`src/rtl/cam_capture_ctrl.sv`:
```
// cam_capture_ctrl: captures one camera frame, packing RGB565 byte pairs into RGB332 frame-buffer writes.
// Define CAM_CONTINUOUS_EN to re-arm capture on every frame after the first start.
module cam_capture_ctrl #(
  parameter int H_PIX   = 160,
  parameter int V_LINES = 120,
  parameter int ADDR_W  = 15
) (
  input  logic              pl,
  input  logic              async_reset_n,
  input  logic              start,
  input  logic              vsync,
  input  logic              href,
  input  logic [7:0]        px_data,
  output logic [ADDR_W-1:0] mem_addr,
  output logic [7:0]        mem_data,
  output logic              mem_wr,
  output logic              busy,
  output logic              done,
  output logic              short_frame
);
  localparam logic [ADDR_W-1:0] LAST = ADDR_W'(H_PIX * V_LINES - 1);
  typedef enum logic [1:0] {IDLE, WAIT_FRAME, CAPTURE, DONE} state_t;
  state_t            state_q, state_d;
  logic              seen_q, seen_d;
  logic              phase_q, phase_d;
  logic [5:0]        hi_q, hi_d;
  logic [ADDR_W-1:0] addr_q, addr_d;
  logic [7:0]        data_q, data_d;
  logic              wr_q, wr_d;
  logic              full_q, full_d;
  logic              short_q, short_d;
  always_comb begin
    state_d = state_q;
    seen_d  = seen_q;
    phase_d = phase_q;
    hi_d    = hi_q;
    data_d  = data_q;
    wr_d    = 1'b0;
    short_d = short_q;
    full_d  = full_q | (wr_q && addr_q == LAST);
    addr_d  = (wr_q && addr_q != LAST) ? addr_q + 1'b1 : addr_q;
    case (state_q)
      IDLE: if (start) begin
        state_d = WAIT_FRAME;
        seen_d  = 1'b0;
      end
      WAIT_FRAME: begin
        seen_d = seen_q | vsync;
        if (seen_q && !vsync) begin
          state_d = CAPTURE;
          addr_d  = '0;
          full_d  = 1'b0;
          phase_d = 1'b0;
        end
      end
      CAPTURE: begin
        // only the bits that survive RGB565->RGB332 are kept from the HI byte
        if (!href) phase_d = 1'b0;
        else if (!full_q && !phase_q) begin
          hi_d    = {px_data[7:5], px_data[2:0]};
          phase_d = 1'b1;
        end else if (!full_q) begin
          data_d  = {hi_q, px_data[4:3]};
          wr_d    = 1'b1;
          phase_d = 1'b0;
        end
        if (vsync) state_d = DONE;
      end
      default: if (!wr_q) begin
        // a write issued alongside the vsync rise lands first; done waits for it
        short_d = !full_q;
`ifdef CAM_CONTINUOUS_EN
        state_d = WAIT_FRAME;
        seen_d  = 1'b1;
        addr_d  = '0;
`else
        state_d = IDLE;
`endif
      end
    endcase
  end
  always_ff @(posedge pl or negedge async_reset_n) begin
    if (!async_reset_n) begin
      state_q <= IDLE;
      seen_q  <= 1'b0;
      phase_q <= 1'b0;
      hi_q    <= '0;
      addr_q  <= '0;
      data_q  <= '0;
      wr_q    <= 1'b0;
      full_q  <= 1'b0;
      short_q <= 1'b0;
    end else begin
      state_q <= state_d;
      seen_q  <= seen_d;
      phase_q <= phase_d;
      hi_q    <= hi_d;
      addr_q  <= addr_d;
      data_q  <= data_d;
      wr_q    <= wr_d;
      full_q  <= full_d;
      short_q <= short_d;
    end
  end
  assign mem_addr    = addr_q;
  assign mem_data    = data_q;
  assign mem_wr      = wr_q;
  assign busy        = state_q == WAIT_FRAME || state_q == CAPTURE;
  assign done        = state_q == DONE && !wr_q;
  assign short_frame = short_q;
endmodule

```
`config.mk`:
```
export PLATFORM = sky130hd
export DESIGN_NAME = cam_capture_ctrl
export DESIGN_NICKNAME = d
export VERILOG_FILES = /design/src/rtl/cam_capture_ctrl.sv
export SDC_FILE = /design/constraint.sdc
export NUM_CORES = 1
export LEC_CHECK = 0
export CORE_ASPECT_RATIO = 0.7
export CORE_MARGIN = 8
export CORE_UTILIZATION = 42
export DETAILED_ROUTE_END_ITERATION = 10
export PLACE_DENSITY = 0.77
export SLEW_MARGIN = 20
export SYNTH_ARGS = -nofsm -noshare
export SYNTH_HDL_FRONTEND = slang
export SYNTH_SLANG_ARGS = --single-unit
```
`constraint.sdc`:
```
create_clock -name pl -period 3.7 [get_ports pl]
set_clock_uncertainty 0.2 [all_clocks]
set_input_delay 1.11 -clock pl [delete_from_list [all_inputs] [get_ports pl]]
set_output_delay 1.11 -clock pl [all_outputs]
set_load 0.05 [all_outputs]
```
==> impl_results.md <==
- CTS tree: yes
- First-pass GRT wire length: 6760 um
- Static leakage: 0.987 nW
- Hold slack: 0.306 ns
- Die W: 94.3 um
- Placer Congestion: 0.854
- Synthesized Nets: 175
- Initial core utilization: 0.426
- Mapped cell area: 1800 um2
- CP startpoint kind: flip-flop
- Initial antenna violation count: 0
- Finish-stage setup viols: 0
- Post-DP HPWL: 2940 um
- Routed Antenna Nets: 0
- Root Buffer: clkbuf_8
- Maximum clock rate: 315 MHz
- H-tree levels: 2
- Core area: 4230 um2
- CP startpoint: state_q[0]
- Area Growth Syn to Fin: 30.1%
- Clock Sinks: 36
- Cts hold-fix bufs: 0
- CP Capture Type: output pin
- FF-to-FF Start: mem_addr[0]
- Placed inst area: 2260 um2
- Drt total wl: 3980 um
- Synth async-reset ratio: 1.00
- Worst-Margin Slew: 0.790 ns
- Clock Tree Buf Depth: 2
- Starting DRT DRC Count: 54
- RSZ-0062 raised after global routing: no
- R2R Setup Slk: 1.50 ns
- Min Tclk post-route: 3.18 ns
- Maxcap violations: 0
- Distinct cell type count after synthesis: 47
- Reg-to-Reg End: mem_addr[10]
- Design area: 2340 um2
- Gr usage total: 0.127
- CTS clk-pin slew, worst paths: 0.07 ns
- Post-layout net count: 220
- Post-Place Setup Slack: 0.808 ns
- Final hold vios: 0
- # resized after CTS: 0
- Crit path to: done
- Rows: 20
- Worst hold path class: reg2reg
- Via density: 5.47
- Drt pass-1 iters: 4
- Outcome: completed
- WHS Path Cells: 1
- Register bit count reported by yosys: 36
- Num ports: 40
- Via count: 1410
- Layout cells sized above 1: 0.192
- Die H: 70.8 um
- Number of global-route vias before repair: 1406
- Die area: 6680 um2
- Worst slew margin: 0.474
- CP Class: reg2out
- Remaining routing DRC violations: 0
- WP data arrival: 1.87 ns
- Input/output buffers: 39
- Crit Path Max Fanout: 3
- Cells on worst reg2reg path: 5
- Critical Path RT: 2.39 ns
- Post-layout util: 0.554
- Total gr overflow: 0
- Postcts setup bufs: 0
- Cells after Synth: 157
- Setup TNS: 0 ns
- Max VDD drop: 0.501 mV
- Post-route setup slack: 0.524 ns
- Period utilization: 0.858
- Total CTS buffers: 5
- Pwr dens: 912 nW/um2
- Avg Cell Area, Syn: 11.5 um2
- EDFF count, synth: 0
- WL/cell: 15.4 um
- Largest net degree at the start of global routing: 37
- Register area share after synthesis: 0.500
- Skew-Pair Late Insertion Delay: 0.29 ns
- Ys Warns: 0
- Max-slew violations: 0
- Prevailing post-synth register cell: dfrtp_1
- Antenna cells: 0
[registers in the layout, summed over array words and instances (netlist names)]
name	cells
phase_q	1
mem_data	8
seen_q	1
mem_addr	15
short_frame	1
full_q	1
mem_wr	1
state_q	2
hi_q	6
[logic make-up (layout without fill, tap and decap cells)]
family | count (synthesis) | in the layout | share of synthesized area
and+or+nand+nor | 49 | 49 | 0.187
AOI/OAI and AO/OA | 36 | 36 | 0.138
DFF | 36 | 36 | 0.500
muxes | 17 | 17 | 0.104
buffers and inverters | 13 | 59 | 0.0312
adders and majority gates | 5 | 5 | 0.0347
xor gates and xnor gates | 1 | 1 | 0.00486
[worst min-delay path by stage]
| stage | start | endpoint | slack (ns) |
|---|---|---|---|
| global route | hi_q[3] | mem_data[5] | 0.32 |
| global placement | mem_data[0] | mem_data[0] | 0.29 |
| finish | hi_q[5] | hi_q[5] | 0.31 |
| detailed placement | hi_q[5] | hi_q[5] | 0.29 |
| floorplan | hi_q[0] | hi_q[0] | 0.28 |
| CTS | hi_q[5] | hi_q[5] | 0.31 |
[cell usage in the layout (no fill, tap or decap), types with 2 or more instances in the layout]
master,Yosys,final
mux2i_1,3,3
nand4_1,4,4
o311ai_0,2,2
or3_1,3,3
buf_4,0,3
mux2_2,14,14
nor2_1,6,6
nand3_1,3,3
clkbuf_8,0,5
nor2b_1,2,2
nand2_1,8,8
clkdlybuf4s50_1,0,38
and3_1,2,2
nand2b_1,3,3
o31ai_1,3,3
clkinv_2,0,2
a21oi_1,10,10
or4_1,3,3
dfrtp_1,36,36
o21ai_0,6,6
o41ai_1,2,2
a31oi_1,2,2
and4_1,2,2
or3_2,3,3
ha_1,5,5
inv_1,9,9
[metrics by stage]
stage          cells  power, mW
2_1_floorplan    157       1.50
3_3_place_gp     250       1.85
3_5_place_dp     250       1.88
4_1_cts          258       2.16
5_1_grt          258       2.27
6_report         258       2.14
[layer usage]
metal | share of wire | global-route usage
met1 | 0.46 | 0.155
met2 | 0.45 | 0.193
met3 | 0.085 | 0.0497
met4 | 0.011 | 0.0578
met5 | 0 | 0
[power breakdown]
part	internal (mW)	switching [mW]
combinational	0.427	0.691
clock	0.131	0.143
sequential	0.559	0.186
total	1.12	1.02
[worst max-delay path, cell delays in order, from the launching register on]
cell and delay [ns]:
dfrtp_1 0.38, ha_1 0.17, nor2b_1 0.20, clkdlybuf4s50_1 0.84
[cell type report]
type                    instances  area [um2]
repair buffers                 42         408
well taps                      55        68.8
clock inverters                 3        18.8
flip-flops and latches         36         901
multi-input cells             108         845
inverters                       9        33.8
fillers                       379        1890
clock buffers                   5        68.8
[synth_stat cells, drive strengths merged, types with 2 or more instances]
master   n  area share
dfrtp   36        0.50
o21ai    6       0.017
mux2i    3       0.017
or3      6       0.023
and3     2      0.0069
clkbuf   2      0.0042
and4     3       0.015
a21oi   11       0.033
nor2     7       0.019
buf      2      0.0083
nand2b   4       0.015
nand3    4       0.014
inv      9       0.019
o31ai    3       0.012
or4      4       0.017
nand4    4       0.014
a31oi    2      0.0069
o41ai    2      0.0097
nor2b    2      0.0069
nand2    8       0.017
ha       5       0.035
mux2    14       0.087
o311ai   2      0.0097
(Power assumes the default switching activity.)
